**src/rtl/servo_pkg.sv**
```systemverilog
// Shared constants, types and helpers for the servo PWM bank.
package servo_pkg;

   localparam int unsigned DefaultNumServos    = 4;
   localparam int unsigned DefaultDutyWidth    = 21;
   localparam int unsigned DefaultPeriodCycles = 2_000_000;

   typedef logic [DefaultDutyWidth-1:0] duty_t;

   // Channels are spread evenly over one period so their rising edges do not coincide.
   function automatic int unsigned phaseOffset(input int unsigned idx,
                                               input int unsigned numServos,
                                               input int unsigned period);
      return idx * (period / numServos);
   endfunction

endpackage

```
**src/rtl/servo_bank_if.sv**
```systemverilog
// Duty write port: valid/ready handshake plus a registered error pulse.
interface servo_bank_if #(
   parameter int unsigned SEL_WIDTH  = 2,
   parameter int unsigned DUTY_WIDTH = 21
);
   logic                  WrValid;
   logic                  WrReady;
   logic [SEL_WIDTH-1:0]  WrServo;
   logic [DUTY_WIDTH-1:0] WrDuty;
   logic                  WrError;

   modport master (output WrValid, WrServo, WrDuty, input WrReady, WrError);
   modport slave  (input WrValid, WrServo, WrDuty, output WrReady, WrError);
endinterface

```
**src/rtl/servo_channel.sv**
```systemverilog
// One PWM channel: shadow/active duty, boundary commit, registered outputs.
module servo_channel import servo_pkg::*; #(
   parameter int unsigned DUTY_WIDTH    = DefaultDutyWidth,
   parameter int unsigned PERIOD_CYCLES = DefaultPeriodCycles,
   parameter int unsigned OFFSET        = 0
) (
   input  logic                  Clk,
   input  logic                  Reset,
   input  logic [DUTY_WIDTH-1:0] Cnt,
   input  logic                  WrEn,
   input  logic [DUTY_WIDTH-1:0] WrDuty,
   input  logic                  Enable,
   output logic                  PwmOut,
   output logic                  PeriodFinished,
   output logic                  Pending
);

   // One extra bit so Cnt + PERIOD - OFFSET cannot overflow.
   localparam logic [DUTY_WIDTH:0] PeriodW   = (DUTY_WIDTH+1)'(PERIOD_CYCLES);
   localparam logic [DUTY_WIDTH:0] OffW      = (DUTY_WIDTH+1)'(OFFSET);
   localparam logic [DUTY_WIDTH:0] LastPhase = (DUTY_WIDTH+1)'(PERIOD_CYCLES - 1);

   logic [DUTY_WIDTH:0]   phaseRaw;
   logic [DUTY_WIDTH:0]   phase;
   logic                  commit;
   logic [DUTY_WIDTH-1:0] shadowQ;
   logic [DUTY_WIDTH-1:0] activeQ;
   logic                  pendingQ;
   logic                  pwmQ;
   logic                  commitQ;
   logic                  finishedQ;

   // Channel-local phase and period-end detect.
   always_comb begin
      phaseRaw = {1'b0, Cnt} + PeriodW - OffW;
      phase    = (phaseRaw >= PeriodW) ? phaseRaw - PeriodW : phaseRaw;
      commit   = (phase == LastPhase);
   end

   // Duty double buffer; a write in the commit cycle lands in shadow for the next period.
   always_ff @(posedge Clk) begin
      if (Reset) begin
         shadowQ  <= '0;
         activeQ  <= '0;
         pendingQ <= 1'b0;
      end else begin
         if (commit) begin
            activeQ <= shadowQ;
         end
         if (WrEn) begin
            shadowQ  <= WrDuty;
            pendingQ <= 1'b1;
         end else if (commit) begin
            pendingQ <= 1'b0;
         end
      end
   end

   // Output registers; the finish pulse is delayed one extra cycle to line up with the
   // first high cycle of the new period.
   always_ff @(posedge Clk) begin
      if (Reset) begin
         pwmQ      <= 1'b0;
         commitQ   <= 1'b0;
         finishedQ <= 1'b0;
      end else begin
         pwmQ      <= Enable && (phase < {1'b0, activeQ});
         commitQ   <= commit;
         finishedQ <= commitQ;
      end
   end

   assign PwmOut         = pwmQ;
   assign PeriodFinished = finishedQ;
   assign Pending        = pendingQ;

endmodule

```
**src/rtl/servo_bank.sv**
```systemverilog
// Multi-channel servo PWM bank: shared period counter, write decode, channel array.
module servo_bank import servo_pkg::*; #(
   parameter int unsigned NUM_SERVOS    = DefaultNumServos,
   parameter int unsigned DUTY_WIDTH    = DefaultDutyWidth,
   parameter int unsigned PERIOD_CYCLES = DefaultPeriodCycles,
   parameter int unsigned SEL_WIDTH     = (NUM_SERVOS > 1) ? $clog2(NUM_SERVOS) : 1
) (
   input  logic                  Clk,
   input  logic                  Reset,
   servo_bank_if.slave           Wr,
   input  logic [NUM_SERVOS-1:0] Enable,
   output logic [NUM_SERVOS-1:0] PwmOut,
   output logic [NUM_SERVOS-1:0] PeriodFinished,
   output logic [NUM_SERVOS-1:0] Pending
);

   localparam logic [DUTY_WIDTH-1:0] LastCnt = DUTY_WIDTH'(PERIOD_CYCLES - 1);

   logic [DUTY_WIDTH-1:0] cntQ;
   logic                  wrAccept;
   logic                  validIdx;
   logic                  wrErrorQ;
   logic [NUM_SERVOS-1:0] chWrEn;

   assign Wr.WrReady = !Reset;
   assign wrAccept   = Wr.WrValid && Wr.WrReady;
   assign validIdx   = (32'(Wr.WrServo) < NUM_SERVOS);
   assign Wr.WrError = wrErrorQ;

   // Shared period counter.
   always_ff @(posedge Clk) begin
      if (Reset) begin
         cntQ <= '0;
      end else begin
         cntQ <= (cntQ == LastCnt) ? '0 : cntQ + 1'b1;
      end
   end

   // Out-of-range writes are accepted but dropped, flagged by a one-cycle pulse.
   always_ff @(posedge Clk) begin
      if (Reset) begin
         wrErrorQ <= 1'b0;
      end else begin
         wrErrorQ <= wrAccept && !validIdx;
      end
   end

   for (genvar i = 0; i < NUM_SERVOS; i++) begin : gChannel
      assign chWrEn[i] = wrAccept && validIdx && (Wr.WrServo == SEL_WIDTH'(i));

      servo_channel #(
         .DUTY_WIDTH   (DUTY_WIDTH),
         .PERIOD_CYCLES(PERIOD_CYCLES),
         .OFFSET       (phaseOffset(i, NUM_SERVOS, PERIOD_CYCLES))
      ) uChannel (
         .Clk           (Clk),
         .Reset         (Reset),
         .Cnt           (cntQ),
         .WrEn          (chWrEn[i]),
         .WrDuty        (Wr.WrDuty),
         .Enable        (Enable[i]),
         .PwmOut        (PwmOut[i]),
         .PeriodFinished(PeriodFinished[i]),
         .Pending       (Pending[i])
      );
   end

endmodule

```
**src/flat_wrapper.sv**
```systemverilog
// flat-port wrapper written by rule: the top's interface ports become plain ports
module servo_bank_flat import servo_pkg::*;
#(
   parameter int unsigned NUM_SERVOS    = DefaultNumServos,
   parameter int unsigned DUTY_WIDTH    = DefaultDutyWidth,
   parameter int unsigned PERIOD_CYCLES = DefaultPeriodCycles,
   parameter int unsigned SEL_WIDTH     = (NUM_SERVOS > 1) ? $clog2(NUM_SERVOS) : 1
)
  (Clk, Reset, Enable, PwmOut, PeriodFinished, Pending, Wr_WrValid, Wr_WrServo, Wr_WrDuty, Wr_WrReady, Wr_WrError);
  servo_bank_if #(.SEL_WIDTH(SEL_WIDTH), .DUTY_WIDTH(DUTY_WIDTH)) Wr_i ();
  input  logic Clk;
  input  logic Reset;
  input  logic [NUM_SERVOS-1:0] Enable;
  output logic [NUM_SERVOS-1:0] PwmOut;
  output logic [NUM_SERVOS-1:0] PeriodFinished;
  output logic [NUM_SERVOS-1:0] Pending;
  input wire logic [$bits(Wr_i.WrValid)-1:0] Wr_WrValid;
  input wire logic [$bits(Wr_i.WrServo)-1:0] Wr_WrServo;
  input wire logic [$bits(Wr_i.WrDuty)-1:0] Wr_WrDuty;
  output wire logic [$bits(Wr_i.WrReady)-1:0] Wr_WrReady;
  output wire logic [$bits(Wr_i.WrError)-1:0] Wr_WrError;
  assign Wr_i.WrValid = Wr_WrValid;
  assign Wr_i.WrServo = Wr_WrServo;
  assign Wr_i.WrDuty = Wr_WrDuty;
  assign Wr_WrReady = Wr_i.WrReady;
  assign Wr_WrError = Wr_i.WrError;
  servo_bank #(.NUM_SERVOS(NUM_SERVOS), .DUTY_WIDTH(DUTY_WIDTH), .PERIOD_CYCLES(PERIOD_CYCLES), .SEL_WIDTH(SEL_WIDTH)) u_core (.Clk(Clk), .Reset(Reset), .Wr(Wr_i), .Enable(Enable), .PwmOut(PwmOut), .PeriodFinished(PeriodFinished), .Pending(Pending));
endmodule
```
**config.mk**
```make
export PLATFORM = sky130hd
export DESIGN_NAME = servo_bank_flat
export DESIGN_NICKNAME = d
export VERILOG_FILES = /design/src/rtl/servo_pkg.sv /design/src/rtl/servo_bank_if.sv /design/src/rtl/servo_channel.sv /design/src/rtl/servo_bank.sv /design/src/flat_wrapper.sv
export SDC_FILE = /design/constraint.sdc
export NUM_CORES = 1
export LEC_CHECK = 0
export CORE_MARGIN = 3
export CORE_UTILIZATION = 57
export DETAILED_ROUTE_END_ITERATION = 8
export HOLD_SLACK_MARGIN = 0.15
export PLACE_DENSITY = 0.86
export SLEW_MARGIN = 20
export SYNTH_ARGS = -nofsm -noshare
export SYNTH_HDL_FRONTEND = slang
export SYNTH_SLANG_ARGS = --single-unit
```
**constraint.sdc**
```tcl
create_clock -name Clk -period 5.2 [get_ports Clk]
set_clock_uncertainty 0.05 [all_clocks]
set_input_delay 1.04 -clock Clk [delete_from_list [all_inputs] [get_ports Clk]]
set_output_delay 1.04 -clock Clk [all_outputs]
set_load 0.02 [all_outputs]
```
==> metrics.cfg, run 1 <==
[run_status]
status = complete, no violations

[place]
portBuffers = 42
pre_cts_ws_ns = -0.0673
dp_hpwl_um = 30700
gp_congestion = 0.995

[setup_path]
startpoint = u_core.cntQ[7]
crit_end = u_core.gChannel[3].uChannel.PwmOut
criticalPathCategory = reg -> reg
ff2ff_path_depth = 24
cp-end-kind = flop
cp_cell_sequence = ha_2 > a211o_1 > a311oi_4 > buf_4 > buf_4 > xor2_1 > buf_4 > nand2_1 > o31ai_2 > xnor2_2 > o31ai_4 > xnor2_1 > ha_1 > a21oi_1 > nor2b_1 > o21ai_0 > nand2b_1 > a21oi_1 > o21ai_1 > nand3_1 > a21oi_1 > o211ai_1 > a31oi_1 > a311oi_1
cp.arrival_ns = 5.28
cp.buffers_inverters = 3
rr_startpoint = u_core.cntQ[7]
path_max_fanout = 6
cp_slowest_stage_delay_ns = 0.36
slowest_stage = xor2_1
crit_required_ns = 5.56
cpLargestDelayFamily = compound AO/OA/AOI/OAI gates
start_kind = flop
ff2ff_setup_slack_ns = 0.28
cp.depth = 24
r2r-end = u_core.gChannel[3].uChannel.PwmOut

[detailed_routing]
wirelength_um = 41300
first_pass_iters = 6
ant_nets = 0
vias = 12900
route.detailed.drc = 0
dr.first_iter.drc_count = 1230
routed_via_density = 6.08
wl_per_cell_um = 19.5

[power_and_ir_drop]
power.share.clock_pct = 46.4
combPwrFrac_pct = 4.9
power_frac_seq_pct = 48.6
leakagePower_uw = 0.00618
cellPowerDensity_mw_per_mm2 = 206
netSwitchingPower_uw = 741
ir_drop_uv = 280
cellInternalPower_uw = 2550
swShare_pct = 22.5
power_uw = 3290

[timing]
rsz0062_at_grt = true
setup_ws_ns = 0.277
final-max-slew-violation-count = 0
hold_ws_ns = 0.403
finalSetupViolations = 0
period_needed_ns = 4.92
max_freq_ghz = 0.203
tightest_slew_ns = 0.914
slew_headroom_pct = 38.8
hold_viol = 0
min_period_over_period_pct = 94.7

[synth]
synthCells = 1702
syn-num-nets = 1830
synthTopCellsByCount = 234 x nand2_1, 205 x dfxtp_1, 154 x a21oi_1, 148 x nor2_1, 103 x inv_1
yosys.cell_types.count = 106
avgSynthCellArea_sq_um = 8.06
yosysMostFrequentCell = nand2_1
synth_edf_count = 0
ys.flop_type = dfxtp_1
synth_warnings = 0
synth_seq_area_share_pct = 29.9
netlist.area_leader.share_pct = 29.9
synth_area_leaders = dfxtp_1 30%, ha_1 8.9%, nand2_1 6.4%
yosys.area.top_type = dfxtp_1
ys_ff_latch = 205
syn_area_sq_mm = 0.0137
async_reset_ff_share_pct = 0

[clocking]
clk_path_buf_depth = 3
clkLatencyLatePin_ns = 0.51
path_clk_slew_ns = 0.06
cts_sinks = 205
cts_tree = yes
htreeDepth = 1
cts_buffers = 22
cts_hold_buf = 0
root_buffer = clkbuf_16

[global_routing]
antenna_found_initial = 0
grt-ovfl-total = 0
grt_pass1_wl_um = 65000
grt_pass1_vias = 12500
grt_max_degree = 179
track_usage_pct = 30.8

[flow_run]
drv_cap = 0

[layout]
layout-drive-gt1-share_pct = 14.5
diodes = 0
num-fill-cells = 1905
regArea_sq_mm = 0.00411
area_growth_syn_to_layout_pct = 16.7
multiInputGateArea_sq_mm = 0.00899
finish.net_count = 1918

[floorplan]
start_util_pct = 58.3
core_region_area_sq_mm = 0.0235
rows = 56
die_x_um = 161
ioPinCount = 44
die-area_sq_mm = 0.0260
die_h_um = 161

[min_path]
hold_start = u_core.gChannel[3].uChannel.shadowQ[14]
hold_path_class = reg -> reg

kinds of logic after synthesis:
group,Yosys count,synth area share [%]
other cells,1,0.0273
flops,205,29.9
buf+inv,209,6.88
fa+ha+maj,98,8.94
xor+xnor,114,7.80
simple gates,615,21.3
mux,70,5.15
compound gates,390,20.0
area by class of cell:
class	count	area share, %
Multi-Input combinational cell	1288	56.2
Sequential cell	205	25.7
Timing Repair Buffer	170	8.92
Clock buffer	32	3.99
Tap cell	319	2.49
Inverter	103	2.42
Clock inverter	4	0.328
sequential cells by signal, summed over array words and instances, names as in the netlist:
name                                     cells
u_core.gChannel.uChannel.activeQ            84
u_core.gChannel.uChannel.shadowQ            84
u_core.cntQ                                 21
u_core.gChannel.uChannel.Pending             4
u_core.gChannel.uChannel.PeriodFinished      4
u_core.gChannel.uChannel.PwmOut              4
u_core.gChannel.uChannel.commitQ             4
worst min-delay path, delay by kind of cell, from the launching register on:
| kind | cells | cell delay (ns) |
|---|---|---|
| AOI/OAI and AO/OA | 1 | 0.05 |
| DFF | 1 | 0.31 |
| and+or+nand+nor | 1 | 0.05 |
through the flow:
step	utilization, %	cells	area (sq um)	TNS [ns]
2_1_floorplan	-	1702	13800	0
3_3_place_gp	63.4	2072	14900	-0.126
3_5_place_dp	63.4	2072	14900	-0.0673
4_1_cts	66.3	2108	15600	0
5_1_grt	68.0	2121	16000	-0.0653
6_report	68.0	2121	16000	0
power by group through the flow:
| stage | clock network, uW | registers [uW] | logic [uW] |
|---|---|---|---|
| final | 1530 | 1600 | 163 |
| after global routing | 1610 | 1600 | 175 |
| after floorplan | 0 | 1630 | 89.7 |
| after global placement | 0 | 1630 | 158 |
| after detailed placement | 0 | 1640 | 160 |
| after CTS | 1540 | 1600 | 162 |
layout by cell type, fill, tap and decap left out, drive strengths merged, types with 6 or more instances in the layout:
master and count:
nand2 237, ha 98, clkbuf 32, a21oi 155, nor2 149, a211oi 9, a31oi 16, a21boi 8
nand2b 14, a2111oi 7, nand4 44, or3 8, o21ai 39, a21o 33, nor2b 20, and3 15
clkdlybuf4s50 41, o31ai 30, nand3 36, a41oi 6, o2111ai 7, mux2i 65, inv 104, dfxtp 205
o211ai 18, nor3 33, or2 6, xor2 26, buf 129, xnor2 88, nor4 12, and2 14
worst min-delay path by stage:
stage               slack (ns)                                         end  depth (start not counted)
finish                    0.40     u_core.gChannel[3].uChannel.shadowQ[14]                          2
global route              0.42  u_core.gChannel[0].uChannel.PeriodFinished                          1
detailed placement        0.38  u_core.gChannel[0].uChannel.PeriodFinished                          1
CTS                       0.40  u_core.gChannel[0].uChannel.PeriodFinished                          1
global placement          0.37  u_core.gChannel[3].uChannel.PeriodFinished                          1
floorplan                 0.36  u_core.gChannel[0].uChannel.PeriodFinished                          1
what timing repair did:
item	in CTS	in global routing
setup endpoints to repair	1	26
gates resized for setup	1	58
pin swaps	0	23
setup buffers	0	13
routing by layer:
layer	part of all wire (%)	GRT usage, %
met5	0	0
met1	41	39.2
met2	46	51.4
met4	5.3	15.1
met3	7.0	4.62
Power figures use the tool's default switching activity.
==> inputs of run 2 (changes only) <==
--- a/config.mk
+++ b/config.mk
@@ -5,6 +5,7 @@
 export SDC_FILE = /design/constraint.sdc
 export NUM_CORES = 1
 export LEC_CHECK = 0
+export ABC_AREA = 1
 export CORE_MARGIN = 3
 export CORE_UTILIZATION = 57
 export DETAILED_ROUTE_END_ITERATION = 8
==> run 2 against run 1 <==
Compared with the run above: synthesized cell count up 23%; flip-flop and latch count unchanged; non-clock buffer count down 102; first-iteration DRC count up 3.7%; utilization down 4.4 points; power up 6.1%; sequential power about the same; hold slack worse by 0.048 ns; sequential share of layout area up 1.7 points; highest routed layer unchanged.
==> metrics.cfg, run 2 <==
[run_status]
status = complete, no violations

[setup_path]
crit_required_ns = 5.56  ; about the same
cp.arrival_ns = 5.13  ; -0.15 ns
ff2ff_path_depth = 28  ; +17%
start_kind = flop
slowest_stage = ha_1
cp-end-kind = flop
rr_startpoint = u_core.cntQ[7]
r2r-end = u_core.gChannel[2].uChannel.PwmOut
cpMostUsedCell = nand2_1
cp_slowest_stage_delay_ns = 0.50  ; +0.14 ns
path_max_fanout = 16  ; +10
criticalPathCategory = reg -> reg
cp.buffers_inverters = 4  ; +1
cpLargestDelayFamily = simple AND/OR/NAND/NOR gates
ff2ff_setup_slack_ns = 0.43  ; +0.15 ns

[clocking]
cts_sinks = 205  ; unchanged
ctsResizeCount = 0  ; -1
root_buffer = clkbuf_16
cts_setup_buffers = 0  ; unchanged
path_clk_slew_ns = 0.06  ; about the same
clk_path_buf_depth = 3  ; unchanged
cts_tree = yes
cts_buffers = 23  ; +4.5%
clkLatencyLatePin_ns = 0.52  ; about the same
cts_hold_buf = 0  ; unchanged
htreeDepth = 1  ; unchanged

[timing]
slew_headroom_pct = 37.3  ; -1.5 points
tightest_slew_ns = 0.934  ; +0.0202 ns
hold_ws_ns = 0.355  ; -0.0476 ns
period_needed_ns = 4.77  ; -0.152 ns
final-max-slew-violation-count = 0  ; unchanged
finalSetupViolations = 0  ; unchanged
hold_viol = 0  ; unchanged
setup_ws_ns = 0.429  ; +0.152 ns
min_period_over_period_pct = 91.7  ; -2.9 points
max_freq_ghz = 0.210  ; +3.2%

[synth]
yosys.area.top_type = dfxtp_1
synthTopCellsByCount = 432 x nand2_1, 345 x nor2_1, 268 x inv_1, 205 x dfxtp_1, 113 x o21ai_0
netlist.area_leader.share_pct = 29.9  ; +0.030 points
yosys.cell_types.count = 55  ; -48%
ys.flop_type = dfxtp_1
syn_area_sq_mm = 0.0137  ; -0.10%
ys_ff_latch = 205  ; unchanged
yosysMostFrequentCell = nand2_1
yosys.area_share.simple_pct = 34.2  ; +13 points
syn-num-nets = 2220  ; +21%
synth_compound_area_share_pct = 10.5  ; -9.4 points
synth_area_leaders = dfxtp_1 30%, nand2_1 12%, nor2_1 9.4%
synth_top_family_by_area = simple AND/OR/NAND/NOR gates
synth_edf_count = 0  ; unchanged
synthCells = 2092  ; +23%
synthAdderAreaFrac_pct = 8.94  ; +0.0090 points
avgSynthCellArea_sq_um = 6.55  ; -19%
synth_xor_area_share_pct = 4.12  ; -3.7 points
async_reset_ff_share_pct = 0  ; unchanged
synth_seq_area_share_pct = 29.9  ; +0.030 points
synth_warnings = 0  ; unchanged
muxShareOfSynthArea_pct = 0  ; -5.2 points

[floorplan]
die_h_um = 161  ; about the same
die-area_sq_mm = 0.0259  ; about the same
die_x_um = 161  ; about the same
rows = 56  ; unchanged
ioPinCount = 44  ; unchanged
core_region_area_sq_mm = 0.0235  ; unchanged
start_util_pct = 58.2  ; -0.058 points

[power_and_ir_drop]
cellInternalPower_uw = 2710  ; +6.1%
leakagePower_uw = 0.00694  ; +12%
netSwitchingPower_uw = 785  ; +6.0%
swShare_pct = 22.5  ; about the same
power_frac_seq_pct = 46.1  ; -2.5 points
combPwrFrac_pct = 5.0  ; about the same
power.share.clock_pct = 48.8  ; +2.4 points
ir_drop_uv = 250  ; -11%
cellPowerDensity_mw_per_mm2 = 233  ; +13%

[layout]
fin_util_pct = 63.6  ; -4.4 points
num-fill-cells = 2122  ; +11%
layout-drive-gt1-share_pct = 7.74  ; -6.7 points
diodes = 0  ; unchanged
largestRegisters = u_core.gChannel.uChannel.activeQ (84), u_core.gChannel.uChannel.shadowQ (84), u_core.cntQ (21)
layout_commonest_cell = nand2_1
finish.net_count = 2220  ; +16%
area_growth_syn_to_layout_pct = 9.26
final_cell_area_sq_mm = 0.0150  ; -6.4%
mostFrequentLayoutCells = 431 x nand2_1, 345 x nor2_1, 266 x inv_1, 205 x dfxtp_1, 113 x o21ai_0

[detailed_routing]
wl_per_cell_um = 16.0  ; -18%
dr.first_iter.drc_count = 1276  ; +3.7%
route.detailed.drc = 0  ; unchanged
vias = 13300  ; +3.3%
ant_nets = 0  ; unchanged
routed_via_density = 5.50  ; -9.6%
first_pass_iters = 8  ; +2
wirelength_um = 38800  ; -6.0%

[place]
pre_cts_ws_ns = 0.450  ; +0.517 ns
gp_congestion = 1.05  ; +5.1%
dp_hpwl_um = 28800  ; -6.0%
dpl_cell_area_sq_mm = 0.0142  ; -4.9%
portBuffers = 42  ; unchanged

[global_routing]
track_usage_pct = 29.3  ; -1.5 points
grt_pass1_vias = 12300  ; -1.6%
antenna_found_initial = 0  ; unchanged
grt_pass1_wl_um = 62400  ; -3.9%
grt-ovfl-total = 0  ; unchanged
grt_max_degree = 85  ; -53%

[min_path]
hold_path_class = reg -> reg
whs_path_depth = 2  ; unchanged
min_to = u_core.gChannel[2].uChannel.PeriodFinished
hold_start = u_core.gChannel[2].uChannel.commitQ

[flow_run]
drv_cap = 0  ; unchanged

-- run 2: changes by cell type after synthesis, moves of 31 or more --
cell / change
a21o_1: -31
o21ai_0: +79
inv_1: +165
nand2_1: +198
xnor2_1: -79
nand4_1: +49
nand3_1: +69
nor2_1: +197
a21oi_1: -48
mux2i_1: -65
-- run 2: area by class of cell --
cell class / instances / area (sq um) / area share (%)
multi-input combinational: 1493 / 7940 / 53.0
sequential: 205 / 4100 / 27.4
inverter: 301 / 1140 / 7.59
clock buffer: 29 / 628 / 4.19
timing repair buffer: 68 / 616 / 4.11
tap: 319 / 399 / 2.66
clock inverter: 9 / 158 / 1.05
-- run 2: kinds of logic after synthesis --
| family | after synthesis |
|---|---|
| other | 1 |
| XOR/XNOR | 58 |
| adder cells (fa/ha/maj) | 98 |
| flip-flops | 205 |
| AO/OA/AOI/OAI | 265 |
| AND/OR/NAND/NOR | 1071 |
| buffers and inverters | 394 |
-- run 2: worst register-to-register path, delay by kind of cell (launching register included) --
kind | cells | cell delay [ns]
buf+inv | 4 | 0.46
simple gates | 16 | 1.84
compound gates | 5 | 0.77
flops | 1 | 0.37
fa+ha+maj | 2 | 0.78
xor+xnor | 1 | 0.40
-- run 2: power groups by stage --
stage | clock, uW | sequential [uW] | combinational, uW
6_report | 1710 | 1610 | 176
5_1_grt | 1790 | 1610 | 193
4_1_cts | 1730 | 1610 | 174
3_5_place_dp | 0 | 1640 | 171
3_3_place_gp | 0 | 1640 | 167
2_1_floorplan | 0 | 1640 | 98.0
-- run 2: metal layers --
metal | vias up | part of all wire [%] | GRT usage (%)
met5 | - | 0 | 0
met4 | 0 | 4.5 | 11.8
met3 | 107 | 7.9 | 5.08
met2 | 500 | 44 | 47.2
met1 | 6059 | 43 | 39.2
li1 | 6669 | - | -
-- run 2: through the flow --
stage | TNS, ns | total power [uW] | instances
final | 0 | 3490 | 2424
after global routing | -0.0273 | 3600 | 2424
after CTS | 0 | 3510 | 2424
after detailed placement | 0 | 1820 | 2386
after global placement | 0 | 1810 | 2386
after floorplan | 0 | 1740 | 2092
-- run 2: worst max path at each step --
stage               depth (start not counted)                                 end      startpoint
finish                                     28  u_core.gChannel[2].uChannel.PwmOut  u_core.cntQ[7]
global route                               32  u_core.gChannel[2].uChannel.PwmOut  u_core.cntQ[8]
CTS                                        32  u_core.gChannel[2].uChannel.PwmOut  u_core.cntQ[8]
detailed placement                         32  u_core.gChannel[2].uChannel.PwmOut  u_core.cntQ[8]
global placement                           27  u_core.gChannel[3].uChannel.PwmOut  u_core.cntQ[8]
floorplan                                  35  u_core.gChannel[1].uChannel.PwmOut  u_core.cntQ[7]
